### src/rtl/replay_receiver_pkg.sv
// -----------------------------------------------------------------------------
// replay_receiver_pkg
//   Shared mesh-link types for the replay receiver.
//   - rx_state_t      : receiver state (RUN, NACK_PEND, DISCARD)
//   - replay_rx_out_t : ack/ack_count/nack bundle returned to the sender. Its
//                       fields line up with the ack/ack_count/nack fields of
//                       the sender's replay buffer input.
//   - MESH_BUFFER_SIZE / MESH_SEQ_W : mesh replay depth and sequence width.
// -----------------------------------------------------------------------------
package replay_receiver_pkg;

  localparam int MESH_BUFFER_SIZE = 16;
  localparam int MESH_SEQ_W       = $clog2(MESH_BUFFER_SIZE);

  typedef enum logic [1:0] {
    RUN       = 2'd0,
    NACK_PEND = 2'd1,
    DISCARD   = 2'd2
  } rx_state_t;

  typedef struct packed {
    logic                  ack;
    logic [MESH_SEQ_W-1:0] ack_count;
    logic                  nack;
  } replay_rx_out_t;

  // Sequence numbers wrap modulo 2^SEQ_W, so a plain increment is enough.
  function automatic logic [MESH_SEQ_W-1:0] seq_next(input logic [MESH_SEQ_W-1:0] seq);
    return seq + {{(MESH_SEQ_W-1){1'b0}}, 1'b1};
  endfunction

endpackage

### src/rtl/replay_receiver_ack.sv
// -----------------------------------------------------------------------------
// replay_ack_coalescer
//   Counts packets accepted since the last ack and decides when to return an
//   ack to the sender.
//   Ports:
//     clk, nreset    clock, synchronous active-high reset
//     flush          receiver is in NACK_PEND: ack any pending count at once
//     accept         a packet is accepted this cycle
//     ack            one-cycle ack pulse (from registered state only)
//     ack_count      packets covered by this ack (registered pending count)
//     pending_zero   no packets are waiting for an ack
// -----------------------------------------------------------------------------
module replay_ack_coalescer #(
  parameter int SEQ_W         = 4,
  parameter int ACK_THRESHOLD = 4,
  parameter int ACK_TIMEOUT   = 32
) (
  input  logic             clk,
  input  logic             nreset,
  input  logic             flush,
  input  logic             accept,
  output logic             ack,
  output logic [SEQ_W-1:0] ack_count,
  output logic             pending_zero
);

  localparam int TMR_W = $clog2(ACK_TIMEOUT + 1);

  logic [SEQ_W-1:0] pending;
  logic [SEQ_W-1:0] pending_next;
  logic [TMR_W-1:0] timer;
  logic [TMR_W-1:0] timer_next;
  logic             fire;
  logic [SEQ_W-1:0] accept_inc;

  assign accept_inc = {{(SEQ_W-1){1'b0}}, accept};

  // Ack decision and next pending/timer values.
  always_comb begin
    fire         = 1'b0;
    pending_next = pending;
    timer_next   = timer;
    if (flush) begin
      fire = (pending != {SEQ_W{1'b0}});
    end else begin
      fire = (pending >= SEQ_W'(ACK_THRESHOLD)) ||
             ((pending != {SEQ_W{1'b0}}) && (timer == TMR_W'(ACK_TIMEOUT - 1)));
    end
    if (fire) begin
      // A packet taken in the ack cycle opens the next batch.
      pending_next = accept_inc;
      timer_next   = {TMR_W{1'b0}};
    end else begin
      pending_next = pending + accept_inc;
      if (pending != {SEQ_W{1'b0}}) begin
        timer_next = timer + TMR_W'(1);
      end else begin
        timer_next = {TMR_W{1'b0}};
      end
    end
  end

  // Pending count and timeout counter registers.
  always_ff @(posedge clk) begin
    if (nreset) begin
      pending <= {SEQ_W{1'b0}};
      timer   <= {TMR_W{1'b0}};
    end else begin
      pending <= pending_next;
      timer   <= timer_next;
    end
  end

  assign ack          = fire;
  assign ack_count    = fire ? pending : {SEQ_W{1'b0}};
  assign pending_zero = (pending == {SEQ_W{1'b0}});

endmodule

### src/rtl/replay_receiver.sv
// -----------------------------------------------------------------------------
// replay_receiver
//   Far-end partner of the mesh link replay buffer. Accepts in-order,
//   sequence-numbered packets go-back-N style, forwards them through a
//   one-entry output register and returns coalesced acks and nacks.
//   Optional feature macro: REPLAY_RX_PARITY_EN -- when defined, a packet must
//   also carry correct even parity (^{in_packet,in_parity}==0) to be accepted.
//   Ports:
//     clk, nreset             clock, synchronous active-high reset
//     in_valid/in_seq/in_packet/in_parity   link packet
//     link_ready              !out_valid || out_ready; sender sends only when high
//     out_valid/out_packet/out_ready        downstream handshake
//     ack/ack_count           coalesced ack pulse and its packet count
//     nack                    rewind request to the sender
//     drop_count              saturating count of discarded packets
// -----------------------------------------------------------------------------
module replay_receiver
  import replay_receiver_pkg::*;
#(
  parameter int BUFFER_SIZE   = 16,
  parameter int PACKET_WIDTH  = 64,
  parameter int ACK_THRESHOLD = 4,
  parameter int ACK_TIMEOUT   = 32,
  parameter int NACK_RETRY    = 64
) (
  input  logic                              clk,
  input  logic                              nreset,
  input  logic                              in_valid,
  input  logic [$clog2(BUFFER_SIZE)-1:0]    in_seq,
  input  logic [PACKET_WIDTH-1:0]           in_packet,
  input  logic                              in_parity,
  output logic                              link_ready,
  output logic                              out_valid,
  output logic [PACKET_WIDTH-1:0]           out_packet,
  input  logic                              out_ready,
  output logic                              ack,
  output logic [$clog2(BUFFER_SIZE)-1:0]    ack_count,
  output logic                              nack,
  output logic [15:0]                       drop_count
);

  localparam int SEQ_W   = $clog2(BUFFER_SIZE);
  localparam int RETRY_W = $clog2(NACK_RETRY + 1);

  // The ack bundle is shared with the sender, so the depth must match the mesh.
  if (SEQ_W != MESH_SEQ_W) begin : g_seq_w_check
    $error("replay_receiver: BUFFER_SIZE does not match the mesh sequence width");
  end
  if ((ACK_THRESHOLD < 1) || (ACK_THRESHOLD > BUFFER_SIZE - 1)) begin : g_thr_check
    $error("replay_receiver: ACK_THRESHOLD must lie in 1..BUFFER_SIZE-1");
  end

  rx_state_t        state;
  rx_state_t        state_next;
  logic [SEQ_W-1:0] expected_seq;
  logic [RETRY_W-1:0] retry;
  logic [RETRY_W-1:0] retry_next;
  logic             packet_ok;
  logic             good;
  logic             accept;
  logic             drop;
  logic             nack_fire;
  logic             flush;
  logic             coal_ack;
  logic [SEQ_W-1:0] coal_count;
  logic             pending_zero;
  replay_rx_out_t   rx_out;

`ifdef REPLAY_RX_PARITY_EN
  function automatic logic parity_ok(input logic [PACKET_WIDTH-1:0] pkt, input logic par);
    return ~(^{pkt, par});
  endfunction

  assign packet_ok = parity_ok(in_packet, in_parity);
`else
  logic parity_unused;
  assign parity_unused = in_parity;
  assign packet_ok     = 1'b1;
`endif

  assign link_ready = !out_valid || out_ready;
  assign good       = in_valid && link_ready && (in_seq == expected_seq) && packet_ok;
  assign flush      = (state == NACK_PEND);

  // Receiver state machine: accept/drop decision and nack generation.
  always_comb begin
    state_next = state;
    retry_next = retry;
    accept     = 1'b0;
    drop       = 1'b0;
    nack_fire  = 1'b0;
    case (state)
      RUN: begin
        if (good) begin
          accept = 1'b1;
        end else if (in_valid) begin
          drop       = 1'b1;
          state_next = NACK_PEND;
        end else begin
          state_next = RUN;
        end
      end
      NACK_PEND: begin
        drop = in_valid;
        // Outstanding acks are flushed first so ack and nack never coincide.
        if (pending_zero) begin
          nack_fire  = 1'b1;
          state_next = DISCARD;
          retry_next = {RETRY_W{1'b0}};
        end else begin
          state_next = NACK_PEND;
        end
      end
      DISCARD: begin
        if (good) begin
          accept     = 1'b1;
          state_next = RUN;
        end else begin
          drop = in_valid;
          if (retry == RETRY_W'(NACK_RETRY - 1)) begin
            state_next = NACK_PEND;
          end else begin
            retry_next = retry + RETRY_W'(1);
          end
        end
      end
      default: begin
        state_next = RUN;
      end
    endcase
  end

  // State, sequence tracking, output stage and drop counter.
  always_ff @(posedge clk) begin
    if (nreset) begin
      state        <= RUN;
      retry        <= {RETRY_W{1'b0}};
      expected_seq <= {SEQ_W{1'b0}};
      out_valid    <= 1'b0;
      out_packet   <= {PACKET_WIDTH{1'b0}};
      drop_count   <= 16'h0000;
    end else begin
      state <= state_next;
      retry <= retry_next;
      if (accept) begin
        expected_seq <= seq_next(expected_seq);
        out_valid    <= 1'b1;
        out_packet   <= in_packet;
      end else if (out_ready) begin
        out_valid <= 1'b0;
      end
      if (drop && (drop_count != 16'hFFFF)) begin
        drop_count <= drop_count + 16'h0001;
      end
    end
  end

  replay_ack_coalescer #(
    .SEQ_W         (SEQ_W),
    .ACK_THRESHOLD (ACK_THRESHOLD),
    .ACK_TIMEOUT   (ACK_TIMEOUT)
  ) u_ack (
    .clk          (clk),
    .nreset       (nreset),
    .flush        (flush),
    .accept       (accept),
    .ack          (coal_ack),
    .ack_count    (coal_count),
    .pending_zero (pending_zero)
  );

  assign rx_out.ack       = coal_ack;
  assign rx_out.ack_count = coal_count;
  assign rx_out.nack      = nack_fire;

  assign ack       = rx_out.ack;
  assign ack_count = rx_out.ack_count;
  assign nack      = rx_out.nack;

endmodule

### config.mk
export PLATFORM = sky130hd
export DESIGN_NAME = replay_receiver
export DESIGN_NICKNAME = d
export VERILOG_FILES = /design/src/rtl/replay_receiver_pkg.sv /design/src/rtl/replay_receiver_ack.sv /design/src/rtl/replay_receiver.sv
export SDC_FILE = /design/constraint.sdc
export NUM_CORES = 1
export LEC_CHECK = 0
export BUFFER_PORTS_ARGS = -buffer_cell sky130_fd_sc_hd__buf_2
export CORE_MARGIN = 2
export CORE_UTILIZATION = 42
export DETAILED_ROUTE_END_ITERATION = 12
export HOLD_SLACK_MARGIN = 0.1
export PLACE_DENSITY = 0.72
export RECOVER_POWER = 50
export SYNTH_ARGS = -nofsm -noshare
export SYNTH_HDL_FRONTEND = slang
export SYNTH_SLANG_ARGS = --single-unit
### constraint.sdc
create_clock -name clk -period 5.78 [get_ports clk]
set_input_delay 0.578 -clock clk [delete_from_list [all_inputs] [get_ports clk]]
set_output_delay 0.578 -clock clk [all_outputs]
set_load 0.02 [all_outputs]
### Word-level counts from Yosys, hierarchy flattened

Index checks and enable logic that the tools add are counted.

| operators by class | value |
|---|---|
| $add $sub $neg | 5 |
| $mul | 0 |
| divide/modulo/power cells | 0 |
| magnitude comparators | 1 |
| equal/unequal tests | 11 |
| shifts and indexed selects | 0 |
| multiplexer cells | 23 |
| bitwise logic cells | 1 |
| reductions and logical operators | 17 |

Operators by type and width:

| operator | count |
|---|---|
| two-way mux 7 bit | 3 |
| adder 16 x 1 -> 16 bit (second input constant) | 1 |
| != test 16 bit (second input constant) | 1 |
| one-hot mux 7 bit (2 select lines) | 1 |
| two-way mux 1 bit | 12 |
| two-way mux 2 bit | 4 |
| adder 7 x 1 -> 7 bit (second input constant) | 1 |
| == test 7 x 6 -> 1 bit (second input constant) | 1 |
| adder 6 x 1 -> 6 bit (second input constant) | 1 |
| == test 6 x 5 -> 1 bit (second input constant) | 1 |
| != test 2 bit (second input constant) | 3 |
| one-hot mux 2 bit (3 select lines) | 1 |
| adder 4 x 1 -> 4 bit | 1 |
| adder 4 x 1 -> 4 bit (second input constant) | 1 |
| == test 4 bit | 1 |
| >= comparator 4 x 3 -> 1 bit (second input constant) | 1 |
| logical AND 1 bit | 4 |
| zero test 4 bit | 1 |
| two-way mux 4 bit | 1 |
| AND reduction 4 bit | 1 |
| nonzero test 2 bit | 2 |
| nonzero test 4 bit | 1 |
| OR reduction 2 bit | 2 |
| != test 3 bit (second input constant) | 1 |
| other kinds (10) | 11 |

| word-level totals | value |
|---|---|
| register bits | 104 |
| latch bits | 0 |
| bits in writable memories | 0 |
| bits in read-only memories | 0 |
| input port bits | 73 |
| logic and storage cells | 67 |
| memories kept | 0 |

### Depth between registers and ports, before layout

Gate-level depths: netlist (run 1).

| logic depth | value |
|---|---|
| word-level depth | 8 |
| depth in mapped cells | 10 |
| mapped depth without buffers | 8 |

### By module

Synthesis (run 1) repeated with hierarchy kept, for this count alone.

| second synthesis, totals | value |
|---|---|
| cells, all modules | 514 |
| area, all modules | 4312.9 um2 |

Modules (own cells, without submodules):

| module | times used | cells each | area each (um2) | seq. area each (um2) |
|---|---|---|---|---|
| replay_receiver | 1 | 464 | 3843.7 | 1881.8 |
| replay_ack_coalescer | 1 | 50 | 469.2 | 200.2 |

### Worst setup path before layout (run 1)

OpenSTA, ideal clock, no wires.

| timing | value |
|---|---|
| path type | in2reg |
| start point | input port out_ready |
| end point | register u_ack.pending[1] |
| setup time | 147 ps |
| data arrival time | 2174 ps |
| data required time | 5633 ps |
| path slack | 3459 ps |
| stages | 9 |
| buffers on the path | 2 |
| path through | nand2b_1 > nand4b_1 > or2_2 > clkbuf_1 > inv_2 > buf_2 > ha_1 > ha_1 > nor3b_1 |

| on the way | value |
|---|---|
| word-level cells in the longest chain between the ends | 6 |

RTL lines:

| what | line | source |
|---|---|---|
| from (decl) | replay_receiver.sv:35 | `input logic out_ready,` |
| logical OR 1 bit | replay_receiver.sv:81 | `assign link_ready = !out_valid \|\| out_ready;` |
| logical AND 1 bit (2 in series) | replay_receiver.sv:82 | `assign good = in_valid && link_ready && (in_seq == expected_seq) && packet_ok;` |
| two-way mux 1 bit | replay_receiver.sv:94, replay_receiver.sv:115 |  |
| two-way mux 1 bit | -- |  |
| via accept | replay_receiver.sv:60 | `logic accept;` |
| adder 4 x 1 -> 4 bit | replay_receiver_ack.sv:54 | `pending_next = pending + accept_inc;` |
| to (signal assigned) | replay_receiver_ack.sv:66 | `pending <= {SEQ_W{1'b0}};` |
| to (signal assigned) | replay_receiver_ack.sv:69 | `pending <= pending_next;` |
| to (decl) | replay_receiver_ack.sv:29 | `logic [SEQ_W-1:0] pending;` |

The timed path passes the listed nets, and every way through them passes these cells.
A chain may end at the register's enable or synchronous reset.

### Final worst setup path (run 1)

| timing | value |
|---|---|
| start point | input port nreset |
| end point | register u_ack.timer[5] |

| on the way | value |
|---|---|
| word-level cells in the longest chain between the ends | 1 |

RTL lines:

| what | line | source |
|---|---|---|
| from (decl) | replay_receiver.sv:27 | `input logic nreset,` |
| OR reduction 3 bit (no line) | -- |  |
| to (signal assigned) | replay_receiver_ack.sv:67 | `timer <= {TMR_W{1'b0}};` |
| to (signal assigned) | replay_receiver_ack.sv:70 | `timer <= timer_next;` |
| to (decl) | replay_receiver_ack.sv:31 | `logic [TMR_W-1:0] timer;` |

Every way passes these cells.

==> flow_summary.ini, run 1 <==
[clock_network]
worstSkewPairLatency_ns = 0.36
cts_hold_buf = 0
htreeDepth = 3
clock_sinks = 104
post_cts_resized = 0
cts_root_buf = clkbuf_8
cts_buffer_depth = 2
clkTransAtPathRegs_ns = 0.11
cts_buffers = 9
post-cts-setup-buffers = 0
cts_tree = built

[placed_design]
gp_congestion = 0.792
dp_hpwl_um = 6820
placed_area_mm2 = 0.00499
portBuffers = 159

[pwr]
power_density_mw_per_mm2 = 251
power_mw = 1.28
vdd_drop_max_mv = 0.163
p_leak_nw = 1.81

[setup_path]
max_stage_delay_ns = 1.96
crit_required_ns = 6.02
critPathCaptureType = flip-flop
crit_path_start_kind = primary input
worstSetupPathType = in2reg
critPathMaxFanout = 62
crit_path_top_delay_cell = clkbuf_1
crit_chain = clkbuf_1, clkbuf_1, or3_1, nor2_1
crit_arrival_ns = 4.20
critPathMostFrequentCell = clkbuf_1

[sta]
setup_tns_ns = 0
final-hold-violation-count = 0
period_needed_ns = 3.96
maxSlewHeadroom_pct = -77.3
period_share_pct = 68.5
slew_viol_final = 101
skew_ns = 0.0171
rsz0062_at_grt = false
final-setup-viol-count = 0
worst_pin_slew_ns = 2.66
fmax_mhz = 253
hold_slack_ns = 0.439

[grt]
first_global_vias = 3541
grt_pass1_wl_um = 16400
grt_max_degree = 70
track_usage_pct = 18.1
antenna_found_initial = 0
gr-total-overflow = 0

[synthesis]
synth_top_area_share_pct = 49.9
yosys.area.top_type = dfxtp_1
synth_ff_type = dfxtp_1
synthDistinctLibCells = 44
ys_ff_latch = 104
synthCells = 512
synth_nets = 591
netlist_top_cells_area = dfxtp_1, nand2_1, a21oi_1, xnor2_1, nand3_1
syn_area_mm2 = 0.00418
yosysWarnings = 0
async_reset_ff_share_pct = 0
synth_edf_count = 0
synth.yosys.seq_area_share_pct = 49.9
synth_area_per_cell_um2 = 8.15

[layout]
area_delta_synth_final_pct = 21.6
drive_above_1_share_pct = 15.1
final_util_pct = 52.2
antennaDiodeCount = 0
layout_common_cells = nand2_1, dfxtp_1, clkbuf_1
fin_area_mm2 = 0.00508
layout.nets = 729
layout_commonest_cell = nand2_1

[worst_hold_path]
hold_path.class = in2reg

[run_status]
violations = max-capacitance violations, max-slew violations
status = complete, but fails checks

[route]
wl_per_cell_um = 12.7
antenna_left = 0
via_per_inst = 4.94
wirelength_um = 9970
drc = 0
drt_first_pass_iters = 5
initialDrtViolationCount = 157
via_count = 3894

[floorplanning]
core_mm2 = 0.00973
start_util_pct = 42.9
io_pins = 161
die_area_mm2 = 0.0108
die_w_um = 104
die_h_um = 104
num_rows = 36

[job]
maxCapViolCount = 2
[path summary, 6_finish.rpt]
| path | from | endpoint | slack [ns] | depth (start not counted) |
|---|---|---|---|---|
| setup / recovery | nreset | u_ack.timer[5] | 1.82 | 4 |
| hold / removal | in_packet[60] | out_packet[60] | 0.44 | 3 |
| setup reg to reg | expected_seq[0] | u_ack.pending[1] | 2.55 | 8 |
| hold reg to reg | u_ack.timer[0] | u_ack.timer[0] | 0.45 | 1 |
[synth_stat cells, drive strengths merged, types with 2 or more instances]
master  instances
a21oi          82
and2            2
and3            3
buf            16
clkbuf         19
dfxtp         104
ha              6
inv             9
mux2            2
nand2         142
nand2b          3
nand3          18
nand4           4
nand4b          2
nor2           21
nor2b           4
nor3            6
nor4            4
o211ai          2
o21ai          10
o21ba           2
o31ai           9
o41ai           3
or3             8
or4            11
xnor2          10
xor2            2
[metal layers]
metal  global-route usage [%]  vias up  wire length [um]
li1                         -     2013                 -
met3                     3.65       14               511
met4                     6.18        0               142
met5                        0        -                 0
met1                     22.3     1756              4500
met2                     31.7      111              4820
[kinds of logic after synthesis]
logic type                 synth area share, %
other                                   0.0898
adders and majority gates                 1.80
DFF                                       49.9
and+or+nand+nor                           25.3
xor gates and xnor gates                  2.52
buffers and inverters                     4.85
muxes                                    0.779
AOI/OAI and AO/OA                         14.8
[worst max-delay path: cells and delay by family]
kind / cells / cell delay (ns)
buf+inv: 2 / 3.07
simple gates: 2 / 0.50
[cell type report]
class | instances | area (um^2)
clock buffers | 10 | 128
clock inverters | 6 | 72.6
fillers | 1029 | 4650
inverters | 9 | 33.8
multi-input cells | 364 | 1890
flip-flops and latches | 104 | 2080
well taps | 133 | 166
repair buffers | 162 | 708
[stage by stage]
step | std cells | worst slack, ns
after floorplan | 512 | 3.46
after global placement | 772 | 2.37
after detailed placement | 772 | 2.30
after CTS | 788 | 2.59
after global routing | 788 | 1.56
final | 788 | 1.82
[flip-flops by register name, indices dropped and copies added, names as in the netlist]
name,count
out_packet,64
drop_count,16
retry,7
u_ack.timer,6
expected_seq,4
u_ack.pending,4
state,2
out_valid,1
[where the power goes]
group,internal (mW),leakage (nW),switching (mW)
clock,0.206,0.0979,0.254
combinational,0.0328,0.868,0.0516
sequential,0.725,0.840,0.00643
Power figures use the tool's default switching activity.
==> run 2: changes to the inputs <==
Clock period 5.78 ns to 4 ns, I/O delays scaled along.
==> flow_summary.ini, run 2 (synthesis results as in run 1) <==
[clock_network]
worstSkewPairLatency_ns = 0.37
cts_root_buf = clkbuf_8
htreeDepth = 3
cts_buffers = 9
clkTransAtPathRegs_ns = 0.11
clock_sinks = 104
cts_hold_buf = 0
cts_tree = built
post_cts_resized = 0
cts_buffer_depth = 2
post-cts-setup-buffers = 0

[sta]
skew_ns = 0.0188
final-setup-viol-count = 0
maxSlewHeadroom_pct = -68.9
slew_viol_final = 60
hold_slack_ns = 0.254
final-hold-violation-count = 0
setup_tns_ns = 0
period_needed_ns = 3.00
rsz0062_at_grt = false
period_share_pct = 74.9
fmax_mhz = 334
fin_ws_ns = 1.00
worst_pin_slew_ns = 2.53

[floorplanning]
core_mm2 = 0.00973
die_h_um = 104
die_w_um = 104
die_area_mm2 = 0.0108
start_util_pct = 42.9
num_rows = 36
io_pins = 161

[pwr]
p_leak_nw = 1.82
power_mw = 1.85
vdd_drop_max_mv = 0.192
power_density_mw_per_mm2 = 363

[grt]
grt_pass1_wl_um = 16400
first_global_vias = 3621
track_usage_pct = 18.1
antenna_found_initial = 0
grt_max_degree = 68
gr-total-overflow = 0

[placed_design]
placed_area_mm2 = 0.00499
gp_congestion = 0.790
dp_hpwl_um = 6980
dpl.cell_count = 772
dp_slack_ns = 0.906
portBuffers = 159

[route]
initialDrtViolationCount = 145
wirelength_um = 9940
antenna_left = 0
wl_per_cell_um = 12.6
via_count = 3923
drt_first_pass_iters = 4
via_per_inst = 4.98
drc = 0

[worst_hold_path]
hold_path.class = in2reg

[setup_path]
crit_required_ns = 4.21
critPathCaptureType = flip-flop
reg2reg_slack_ns = 1.07
worstSetupPathType = in2reg
crit_path_start_kind = primary input
crit_arrival_ns = 3.20
critPathMaxFanout = 59

[layout]
layout.nets = 729
layout_common_cells = nand2_1, dfxtp_1, clkbuf_1
antennaDiodeCount = 0
layout_commonest_cell = nand2_1
drive_above_1_share_pct = 15.4
largest_register_ffs = 64
final_cells = 788
area_delta_synth_final_pct = 21.8
reg.largest.list = out_packet x64, drop_count x16, retry x7
fin_area_mm2 = 0.00508
largest-register = out_packet
final_util_pct = 52.3

[run_status]
status = complete, but fails checks
violations = max-capacitance violations, max-slew violations

[job]
maxCapViolCount = 1
==> run 2: cell count changes in the layout (fill, tap and decap cells not counted), sizes merged <==
| cell | delta |
|---|---|
| clkinv | +1 |
| clkinvlp | -1 |
==> run 2: report_power, final <==
part	switching [mW]	internal (mW)	total (mW)
combinational	0.0744	0.0475	0.122
sequential	0.00932	1.05	1.06
clock	0.368	0.299	0.667
==> run 2: worst paths after layout <==
kind | startpoint | cells past startpoint | endpoint
min | in_packet[21] | 3 | out_packet[21]
max | nreset | 3 | state[1]
max reg2reg | expected_seq[0] | 8 | u_ack.pending[2]
min reg2reg | u_ack.timer[0] | 1 | u_ack.timer[0]
==> run 2: cell type report <==
class	count	area [um^2]
Clock inverter	6	73.8
Inverter	9	33.8
Multi-Input combinational cell	364	1890
Clock buffer	10	128
Timing Repair Buffer	162	709
Fill cell	1008	4650
Tap cell	133	166
Sequential cell	104	2080
==> run 2: worst max-delay path: stages <==
cell      delay, ns
clkbuf_1       1.77
clkbuf_2       0.90
a21oi_1        0.10
==> run 2: metal layers <==
layer	wire (um)	GRT usage, %	up-vias
met5	0	0	-
met4	195	6.95	0
met3	556	3.59	15
met2	4820	31.4	122
met1	4370	22.2	1779
li1	-	-	2007
